===== src/rtl/mips_pkg.sv =====
// -----------------------------------------------------------------------------
// mips_pkg
// Shared definitions for the instruction-fetch front end:
//   - fetch_state_t : fetch controller FSM states
//   - RESET_PC_DEFAULT : default first fetch address after reset
//   - NOP_WORD : all-zero instruction word used as the cleared value
//   - pc_plus4() : sequential next-PC, wraps modulo 2^32
// -----------------------------------------------------------------------------
package mips_pkg;

    typedef enum logic [1:0] {
        ST_IDLE  = 2'd0,
        ST_FETCH = 2'd1,
        ST_HOLD  = 2'd2
    } fetch_state_t;

    localparam logic [31:0] RESET_PC_DEFAULT = 32'h0000_3000;
    localparam logic [31:0] NOP_WORD         = 32'h0000_0000;

    // Unsigned add; the carry out of bit 31 is dropped, so 0xFFFF_FFFC -> 0.
    function automatic logic [31:0] pc_plus4(input logic [31:0] pc);
        return pc + 32'd4;
    endfunction

endpackage


===== src/rtl/fetch_skid.sv =====
// -----------------------------------------------------------------------------
// fetch_skid
// One-entry instruction/PC buffer. Catches a word that returns from
// instruction memory while the IF output register is full and stalled.
// Ports:
//   clk, reset        : clock, asynchronous active-high reset
//   i_load            : capture i_instr/i_pc, mark entry valid
//   i_unload          : drop the entry (consumed or discarded)
//   i_instr, i_pc     : word and its address to capture
//   o_valid           : entry holds a word
//   o_instr, o_pc     : buffered word and its address
// -----------------------------------------------------------------------------
module fetch_skid
    import mips_pkg::*;
(
    input  logic        clk,
    input  logic        reset,
    input  logic        i_load,
    input  logic        i_unload,
    input  logic [31:0] i_instr,
    input  logic [31:0] i_pc,
    output logic        o_valid,
    output logic [31:0] o_instr,
    output logic [31:0] o_pc
);

    logic        r_valid;
    logic [31:0] r_instr;
    logic [31:0] r_pc;

    // NOTE: state registers use non-blocking assignment so every flop samples
    // the pre-edge values; blocking here would create order-dependent races.
    always_ff @(posedge clk or posedge reset) begin
        if (reset) begin
            // NOTE: the data fields are reset as well as the valid bit, so the
            // buffer never feeds an X into the IF register after reset.
            r_valid <= 1'b0;
            r_instr <= NOP_WORD;
            r_pc    <= 32'h0000_0000;
        end else begin
            if (i_load) begin
                r_valid <= 1'b1;
                r_instr <= i_instr;
                r_pc    <= i_pc;
            end else if (i_unload) begin
                r_valid <= 1'b0;
            end
        end
    end

    assign o_valid = r_valid;
    assign o_instr = r_instr;
    assign o_pc    = r_pc;

endmodule


===== src/rtl/fetch_ctrl.sv =====
// -----------------------------------------------------------------------------
// fetch_ctrl
// Instruction-fetch controller: issues word-aligned reads to instruction
// memory, delivers fetched words to decode through the if_* register, absorbs
// one word of back-pressure in a skid buffer, and handles PC redirects.
// Parameter:
//   RESET_PC        : first fetch address after reset
// Ports:
//   clk, reset      : clock, asynchronous active-high reset
//   stall           : decode not accepting; if_* held while high
//   redirect_valid  : one-cycle pulse, take redirect_pc (bits [1:0] ignored)
//   imem_req/addr   : read request and word-aligned address
//   imem_ack/rdata  : read complete and returned word
//   if_valid/instr/pc/pc4 : word handed to decode, its address, address + 4
// Build option:
//   FETCH_CTRL_DELAY_SLOT_EN : when defined, exactly one sequential word after
//   a redirecting branch (the branch delay slot) is delivered.
// -----------------------------------------------------------------------------
module fetch_ctrl
    import mips_pkg::*;
#(
    parameter logic [31:0] RESET_PC = RESET_PC_DEFAULT
)(
    input  logic        clk,
    input  logic        reset,
    input  logic        stall,
    input  logic        redirect_valid,
    input  logic [31:0] redirect_pc,
    output logic        imem_req,
    output logic [31:0] imem_addr,
    input  logic        imem_ack,
    input  logic [31:0] imem_rdata,
    output logic        if_valid,
    output logic [31:0] if_instr,
    output logic [31:0] if_pc,
    output logic [31:0] if_pc4
);

`ifdef FETCH_CTRL_DELAY_SLOT_EN
    localparam bit DS_EN = 1'b1;
`else
    localparam bit DS_EN = 1'b0;
`endif

    localparam logic [31:0] RESET_PC_ALIGNED = RESET_PC & 32'hFFFF_FFFC;

    fetch_state_t r_state, w_state_nxt;
    logic [31:0]  r_pc, w_pc_nxt;
    logic         r_pend, w_pend_nxt;
    logic [31:0]  r_pend_pc, w_pend_pc_nxt;
    logic         r_ds_owed, w_ds_owed_nxt;
    logic         r_if_valid, w_if_valid_nxt;
    logic [31:0]  r_if_instr, w_if_instr_nxt;
    logic [31:0]  r_if_pc, w_if_pc_nxt;
    logic [31:0]  r_if_pc4, w_if_pc4_nxt;

    logic [31:0]  w_redir_pc;
    logic         w_ds_slot;
    logic         w_keep_word;
    logic         w_take_ack;
    logic         w_take_skid;
    logic         w_skid_load;
    logic         w_skid_unload;
    logic         w_skid_valid;
    logic [31:0]  w_skid_instr;
    logic [31:0]  w_skid_pc;

    assign w_redir_pc = redirect_pc & 32'hFFFF_FFFC;

    // The delay slot is still owed when it has not been delivered yet: for a
    // fresh redirect that means nothing is live in if_*; while a redirect is
    // pending it is whatever was recorded when the redirect arrived.
    assign w_ds_slot = DS_EN && (r_pend ? r_ds_owed : !r_if_valid);

    fetch_skid u_skid (
        .clk      (clk),
        .reset    (reset),
        .i_load   (w_skid_load),
        .i_unload (w_skid_unload),
        .i_instr  (imem_rdata),
        .i_pc     (r_pc),
        .o_valid  (w_skid_valid),
        .o_instr  (w_skid_instr),
        .o_pc     (w_skid_pc)
    );

    always_ff @(posedge clk or posedge reset) begin
        if (reset) begin
            r_state <= ST_IDLE;
        end else begin
            r_state <= w_state_nxt;
        end
    end

    always_comb begin
        // NOTE: every signal driven here gets a default first, so no path
        // through the case leaves one unassigned and no latch is inferred.
        w_state_nxt    = r_state;
        w_pc_nxt       = r_pc;
        w_pend_nxt     = r_pend;
        w_pend_pc_nxt  = r_pend_pc;
        w_ds_owed_nxt  = r_ds_owed;
        w_keep_word    = 1'b0;
        w_take_ack     = 1'b0;
        w_take_skid    = 1'b0;
        w_skid_load    = 1'b0;
        w_skid_unload  = 1'b0;
        // A live word is consumed on any cycle decode is not stalling.
        w_if_valid_nxt = r_if_valid && stall;
        w_if_instr_nxt = r_if_instr;
        w_if_pc_nxt    = r_if_pc;
        w_if_pc4_nxt   = r_if_pc4;

        case (r_state)
            ST_IDLE: begin
                if (redirect_valid) begin
                    w_pc_nxt = w_redir_pc;
                end else begin
                    w_state_nxt = ST_FETCH;
                end
            end

            ST_FETCH: begin
                if (redirect_valid) begin
                    if (imem_ack) begin
                        // Coincident word survives only as an owed delay slot;
                        // if_* is empty in that case, so it loads directly.
                        w_take_ack    = w_ds_slot;
                        w_pc_nxt      = w_redir_pc;
                        w_pend_nxt    = 1'b0;
                        w_ds_owed_nxt = 1'b0;
                    end else begin
                        // Request must stay stable, so remember the target
                        // until the outstanding read returns.
                        w_pend_nxt    = 1'b1;
                        w_pend_pc_nxt = w_redir_pc;
                        w_ds_owed_nxt = w_ds_slot;
                    end
                end else if (imem_ack) begin
                    w_keep_word   = !r_pend || r_ds_owed;
                    w_pc_nxt      = r_pend ? r_pend_pc : pc_plus4(r_pc);
                    w_pend_nxt    = 1'b0;
                    w_ds_owed_nxt = 1'b0;
                    if (w_keep_word) begin
                        if (!r_if_valid || !stall) begin
                            w_take_ack = 1'b1;
                        end else begin
                            w_skid_load = 1'b1;
                            w_state_nxt = ST_HOLD;
                        end
                    end
                end
            end

            ST_HOLD: begin
                if (redirect_valid) begin
                    w_skid_unload = 1'b1;
                    w_pc_nxt      = w_redir_pc;
                    w_state_nxt   = ST_FETCH;
                end else if (!stall) begin
                    w_take_skid   = w_skid_valid;
                    w_skid_unload = 1'b1;
                    w_state_nxt   = ST_FETCH;
                end
            end

            default: begin
                w_state_nxt = ST_IDLE;
            end
        endcase

        // Redirect flushes the IF register even under stall; with delay slots
        // enabled the live word is the slot and follows the normal stall rule.
        if (redirect_valid && !DS_EN) begin
            w_if_valid_nxt = 1'b0;
        end

        if (w_take_ack) begin
            w_if_valid_nxt = 1'b1;
            w_if_instr_nxt = imem_rdata;
            w_if_pc_nxt    = r_pc;
            w_if_pc4_nxt   = pc_plus4(r_pc);
        end else if (w_take_skid) begin
            w_if_valid_nxt = 1'b1;
            w_if_instr_nxt = w_skid_instr;
            w_if_pc_nxt    = w_skid_pc;
            w_if_pc4_nxt   = pc_plus4(w_skid_pc);
        end
    end

    always_ff @(posedge clk or posedge reset) begin
        if (reset) begin
            r_pc       <= RESET_PC_ALIGNED;
            r_pend     <= 1'b0;
            r_pend_pc  <= 32'h0000_0000;
            r_ds_owed  <= 1'b0;
            r_if_valid <= 1'b0;
            r_if_instr <= NOP_WORD;
            r_if_pc    <= 32'h0000_0000;
            r_if_pc4   <= 32'h0000_0000;
        end else begin
            r_pc       <= w_pc_nxt;
            r_pend     <= w_pend_nxt;
            r_pend_pc  <= w_pend_pc_nxt;
            r_ds_owed  <= w_ds_owed_nxt;
            r_if_valid <= w_if_valid_nxt;
            r_if_instr <= w_if_instr_nxt;
            r_if_pc    <= w_if_pc_nxt;
            r_if_pc4   <= w_if_pc4_nxt;
        end
    end

    // Request is a pure function of state, so reset removes it immediately.
    assign imem_req  = (r_state == ST_FETCH);
    assign imem_addr = r_pc;
    assign if_valid  = r_if_valid;
    assign if_instr  = r_if_instr;
    assign if_pc     = r_if_pc;
    assign if_pc4    = r_if_pc4;

endmodule


===== config.mk =====
export PLATFORM = sky130hd
export DESIGN_NAME = fetch_ctrl
export DESIGN_NICKNAME = d
export VERILOG_FILES = /design/src/rtl/mips_pkg.sv /design/src/rtl/fetch_skid.sv /design/src/rtl/fetch_ctrl.sv
export SDC_FILE = /design/constraint.sdc
export NUM_CORES = 1
export LEC_CHECK = 0
export ABC_AREA = 1
export CAP_MARGIN = 0
export CORE_MARGIN = 2
export CORE_UTILIZATION = 30
export DETAILED_ROUTE_END_ITERATION = 8
export PLACE_DENSITY = 0.5
export SLEW_MARGIN = 25
export SYNTH_ARGS = -nofsm -noshare
export SYNTH_HDL_FRONTEND = slang
export SYNTH_SLANG_ARGS = --single-unit

===== constraint.sdc =====
create_clock -name clk -period 8.6 [get_ports clk]
set_input_delay 1.72 -clock clk [delete_from_list [all_inputs] [get_ports clk]]
set_output_delay 1.72 -clock clk [all_outputs]
set_load 0.1 [all_outputs]

-- Word level (Yosys, flattened, before mapping)
Cells that the tools add are included.
W data, S select, Z words.
- ROM bits: 0
- flip-flop bits (word level): 228
- word-level logic and storage cells: 85
- memories kept: 0
- RAM bits: 0
- bits of input ports: 69
- bits in latches: 0
- output and inout port bits: 130
- shifts and indexed selects: 0
- mux-type cells: 45
- add/subtract/negate cells: 2
- multipliers: 0
- reductions and logical operators: 16
- divide/modulo/power cells: 0
- magnitude comparators: 0
- equality and inequality tests: 9
- bitwise gates (word level): 1
- operator list (cell ; number):
    $mux W32 ; 11
    $add A32 B3 Y32 const B ; 2
    $pmux W32 S2 ; 1
    $mux W1 ; 25
    $mux W2 ; 7
    $reduce_bool A2 Y1 ; 4
    $ne A2 B1 Y1 const B ; 3
    $ne A2 B2 Y1 const B ; 3
    $pmux W2 S3 ; 1
    $reduce_and A3 Y1 ; 2
    $reduce_and A6 Y1 ; 1
    $logic_not A1 Y1 ; 3
    $ne A3 B3 Y1 const B ; 1
    $eq A2 B1 Y1 const B ; 1
    $eq A2 B2 Y1 const B ; 1
    $logic_not A2 Y1 ; 1
    $logic_or A1 B1 Y1 ; 2
    $reduce_and A2 Y1 ; 1
    $reduce_or A2 Y1 ; 1
    $logic_and A1 B1 Y1 ; 1
    $not A1 Y1 ; 1

-- Logic depth before layout (Yosys ltp)
- word-level depth: 8
- gate-level depth with buffers: 12
- depth with buffers taken out: 12

-- Cells and area by module
From an unflattened synthesis, not the netlist that was laid out.
- cell total of the unflattened synthesis: 1543
- area, all modules: 11389.7 µm²
- by module, submodules not included (module ; area each (µm²) ; cells an instance ; instances ; sequential area each (µm²)):
    fetch_ctrl ; 8868.5 ; 1267 ; 1 ; 3956.3
    fetch_skid ; 2521.2 ; 276 ; 1 ; 1626.6

-- Least setup slack after synthesis
No wires, ideal clock.
- kind: input to register
- start: input redirect_valid
- end: register r_if_pc[24], in the netlist if_pc[24]
- setup slack: 5.823 ns
- setup time: 0.123 ns
- data arrival time: 2.654 ns
- stages: 10
- required time: 8.477 ns
- buffers on the path: 2
- path through: inv_2 nand2_1 inv_2 nand3_2 nand2_2 inv_2 buf_6 buf_6 nand2_1 nand2_1
- word-level cells in the longest chain between the ends: 3
- elaborated cells on any way between the ends: 6
- those cells by class: 5 x mux; 1 x reduce/logical
- RTL lines (item ; line ; source):
    from (decl) ; fetch_ctrl.sv:27 ; input logic redirect_valid,
    $mux W1 (on tied branches) ; fetch_ctrl.sv:124, fetch_ctrl.sv:156 ;
    $mux W1 ; fetch_ctrl.sv:114 ; case (r_state)
    $mux W32 or $reduce_bool A2 Y1 (tied branches) ; -- ;
    to (signal assigned) ; fetch_ctrl.sv:208 ; r_if_pc <= w_if_pc_nxt;
    to (decl) ; fetch_ctrl.sv:54 ; logic [31:0] r_if_pc, w_if_pc_nxt;
Parallel ways exist; a longest one is shown, timed or not.
A chain may end at the register's enable or synchronous reset.

-- Worst setup path in the final report
- start: input redirect_valid
- end: register r_if_pc4[8], in the netlist if_pc4[8]
- word-level cells in the longest chain between the ends: 3
- elaborated cells on any way between the ends: 6
- those cells by class: 5 x mux; 1 x reduce/logical
- RTL lines (item ; line ; source):
    $mux W1 (on tied branches) ; fetch_ctrl.sv:124, fetch_ctrl.sv:156 ;
    $mux W1 ; fetch_ctrl.sv:114 ;
    $mux W32 or $reduce_bool A2 Y1 (tied branches) ; -- ;
    to (signal assigned) ; fetch_ctrl.sv:209 ; r_if_pc4 <= w_if_pc4_nxt;
    to (decl) ; fetch_ctrl.sv:55 ; logic [31:0] r_if_pc4, w_if_pc4_nxt;
Parallel ways exist; a longest one is shown, timed or not.

==> flow_summary.json <==
{
  "netlist-cell-type-count": 38,
  "wl_per_cell_um": 17.62,
  "final.fill_count": 3804,
  "timing.reg2reg.setup_slack_ns": 4.94,
  "vias": 10070,
  "number_of_antenna_violations_at_the_first_check_in_global_routing": 0,
  "timing_hold_violations_final": 0,
  "async_flop_share_pct": 100.0,
  "die_area_um2": 38710,
  "grt-ovfl-total": 0,
  "timing.critical_path.to": "if_pc4[8]$_DFFE_PP0P_",
  "fin_crit_share_pct": 53.04,
  "clock-root-buffer": "clkbuf_16",
  "critical_path.startpoint_type": "input port",
  "pin_count": 199,
  "antenna_violating_nets_left": 0,
  "avgViaCountPerCell": 4.771,
  "clkSlewWorstSetupHoldPaths_ns": 0.06,
  "fp.dieW_um": 196.7,
  "final_period_minus_worst_setup_slack_ns": 4.561,
  "tritoncts_clock_tree": "yes",
  "avgSynthCellArea_um2": 7.633,
  "chipHeight_um": 196.7,
  "clockBufferDepth": 3,
  "outcome": "completed",
  "initialDrtViolationCount": 739,
  "synthesis.yosys.warnings": 0,
  "place.gp.congestion": 0.8722,
  "port_buffers": 190,
  "ys_dominant_reg_cell": "dfrtp_1",
  "gr-usage-all-layers_pct": 19.24,
  "postCtsSetupBuffers": 0,
  "final.setup_skew_ns": 0.01292,
  "rsz0062_at_grt": "no",
  "critPathArrivalTime_ns": 4.99,
  "synth_sequential_area_ratio_pct": 49.20,
  "cts-buffers-inserted": 27,
  "synthToLayoutAreaGrowth_pct": 28.43,
  "pins_over_slew_limit": 0,
  "worstReg2RegStart": "r_pend$_DFFE_PP0P_",
  "design.core.area_um2": 36610,
  "multiInputGateArea_um2": 4825,
  "setup.worst_path.class": "input port to flip-flop",
  "reg2reg_to": "if_pc4[22]$_DFFE_PP0P_",
  "cts_hold_buf": 0,
  "worst-path-max-fanout": 61,
  "drt_drc_violations_left": 0,
  "grt_first_pass_wirelength_um": 57930,
  "num_antenna_cells": 0,
  "cp_cell_sequence": "clkdlybuf4s50_1 -> inv_2 -> nand2_1 -> buf_4 -> inv_2 -> nand3_2 -> buf_4 -> inv_2 -> buf_4 -> nand2_1 -> o21ai_0 -> nand2_1 -> nand2_1",
  "worst_skew_pair.late_latency_ns": 0.55,
  "crit_start": "redirect_valid",
  "floorplan.initialDensity_pct": 30.44,
  "fin_nets": 1693,
  "timing.critical_path.slowest_cell_delay_ns": 0.60,
  "grt_max_degree": 140,
  "dr.pass1.iters": 5,
  "worst-r2r-cell-count": 10,
  "ys_ff_latch": 219,
  "fmaxAchievable_ghz": 0.2192,
  "finalSetupViolCount": 0,
  "syn_inst": 1460,
  "synth_enable_flop_cells": 0,
  "seqCellArea_um2": 5483,
  "via_count_of_the_first_global_routing_pass": 9648,
  "postCtsResizedCells": 0,
  "fin_tns_setup_ns": 0,
  "synth.cell_area_um2": 11140,
  "number_of_sinks_driven_by_the_clock_tree": 219,
  "row_count": 70,
  "hp-class": "flip-flop to flip-flop",
  "timing.critical_path.slowest_stage_cell": "buf_4",
  "final_layout_size_suffix_gt1_share_pct": 5.660,
  "worst_setup_path_end_kind": "flip-flop",
  "dp.final_hpwl_um": 26130,
  "worst_ep_required_time_ns": 9.03,
  "maxSlewHeadroom_pct": 28.11,
  "cts_max_level": 1,
  "drv.max_cap_violation_count": 0,
  "critical_path.most_common_cell": "nand2_1",
  "finalWirelength_um": 37200,
  "timing_worst_slew_pin_value_ns": 1.075
}
flip-flops by register name (all words and copies together) (netlist names), 2 cells and up:
name,flops
if_pc4,30
r_state,2
u_skid.o_pc,30
u_skid.o_instr,32
if_instr,32
imem_addr,30
r_pend_pc,30
if_pc,30
cells in the final DEF (no fill, tap or decap), drive strengths merged, types with 9 or more instances in the layout:
cell type / count
a21oi: 62
clkbuf: 36
clkdlybuf4s50: 190
clkinv: 11
dfrtp: 217
inv: 136
mux2: 14
nand2: 508
nand3: 62
nand3b: 9
nor2: 163
o211ai: 49
o21ai: 112
o221ai: 9
xor2: 22
area by class of cell:
cell class              count  share of cell area (%)
repair buffers            198                   13.82
well taps                 468                   4.091
clock buffers              36                   5.516
inverters                 137                   3.689
multi-input cells        1039                   33.71
clock inverters            14                  0.8655
flip-flops and latches    219                   38.31
through the flow:
stage                     setup WS [ns]  instances  hold slack [ns]  utilization (%)  area [um^2]
after floorplan                  0.8906       1465           0.4533                -        11160
after global placement            3.421       2061           0.4667            36.58        13390
after detailed placement          3.422       2061           0.4670            36.59        13390
after CTS                         4.005       2111           0.4833            39.08        14310
after global routing              3.776       2111           0.5034            39.09        14310
final                             4.039       2111           0.4811            39.09        14310
critical path, delay by kind of cell:
kind | cells | cell delay (ns)
AND/OR/NAND/NOR | 5 | 0.58
buffers and inverters | 7 | 2.54
AO/OA/AOI/OAI | 1 | 0.09
routing by layer:
layer | share of wire, % | global-route usage [%] | vias to the layer above
li1 | - | - | 4984
met1 | 49 | 28.51 | 4801
met2 | 45 | 30.04 | 238
met3 | 4.8 | 2.225 | 49
met4 | 2.0 | 4.483 | 0
met5 | 0 | 0 | -
logic make-up (layout without fill, tap and decap cells):
kind of cell             Yosys count  in the layout  synth area share [%]
AND/OR/NAND/NOR                  748            748                 26.89
buffers and inverters            207            385                 7.747
adder cells (fa/ha/maj)            2              2                0.2245
flip-flops                       219            219                 49.20
multiplexers                      14             14                 1.415
other                              1              6               0.03365
AO/OA/AOI/OAI                    244            244                 12.53
XOR/XNOR                          25             25                 1.965
how the worst min path moves through the flow:
stage	startpoint	slack (ns)	cells past startpoint	endpoint
finish	if_pc[27]$_DFFE_PP0P_	0.48	2	if_pc[27]$_DFFE_PP0P_
global route	u_skid.o_instr[27]$_DFFE_PP0P_	0.50	2	u_skid.o_instr[27]$_DFFE_PP0P_
CTS	if_pc[27]$_DFFE_PP0P_	0.48	2	if_pc[27]$_DFFE_PP0P_
detailed placement	if_pc[27]$_DFFE_PP0P_	0.47	2	if_pc[27]$_DFFE_PP0P_
global placement	r_pend_pc[20]$_DFFE_PP0P_	0.47	2	r_pend_pc[20]$_DFFE_PP0P_
floorplan	r_pend_pc[7]$_DFFE_PP0P_	0.45	2	r_pend_pc[7]$_DFFE_PP0P_
synth_stat cells, drive strengths merged, types with 2 or more instances:
master | n | area (um^2)
o221ai | 9 | 78.83
buf | 42 | 241.5
xnor2 | 3 | 26.28
nand3 | 62 | 320.3
clkinv | 2 | 8.750
nand4 | 3 | 18.77
o22ai | 8 | 50.05
nor3 | 2 | 10.01
xor2 | 22 | 192.7
dfstp | 2 | 52.55
nand2 | 508 | 1917
nand3b | 9 | 67.56
o211ai | 49 | 367.9
a21o | 2 | 15.01
mux2 | 14 | 157.7
ha | 2 | 25.02
clkbuf | 28 | 106.4
inv | 135 | 506.7
o21ai | 112 | 560.5
a21oi | 62 | 310.3
dfrtp | 217 | 5430
nor2 | 163 | 656.9
Power is not shown: default switching activity piles up to over one toggle a cycle in this logic, so the estimate is an artifact.
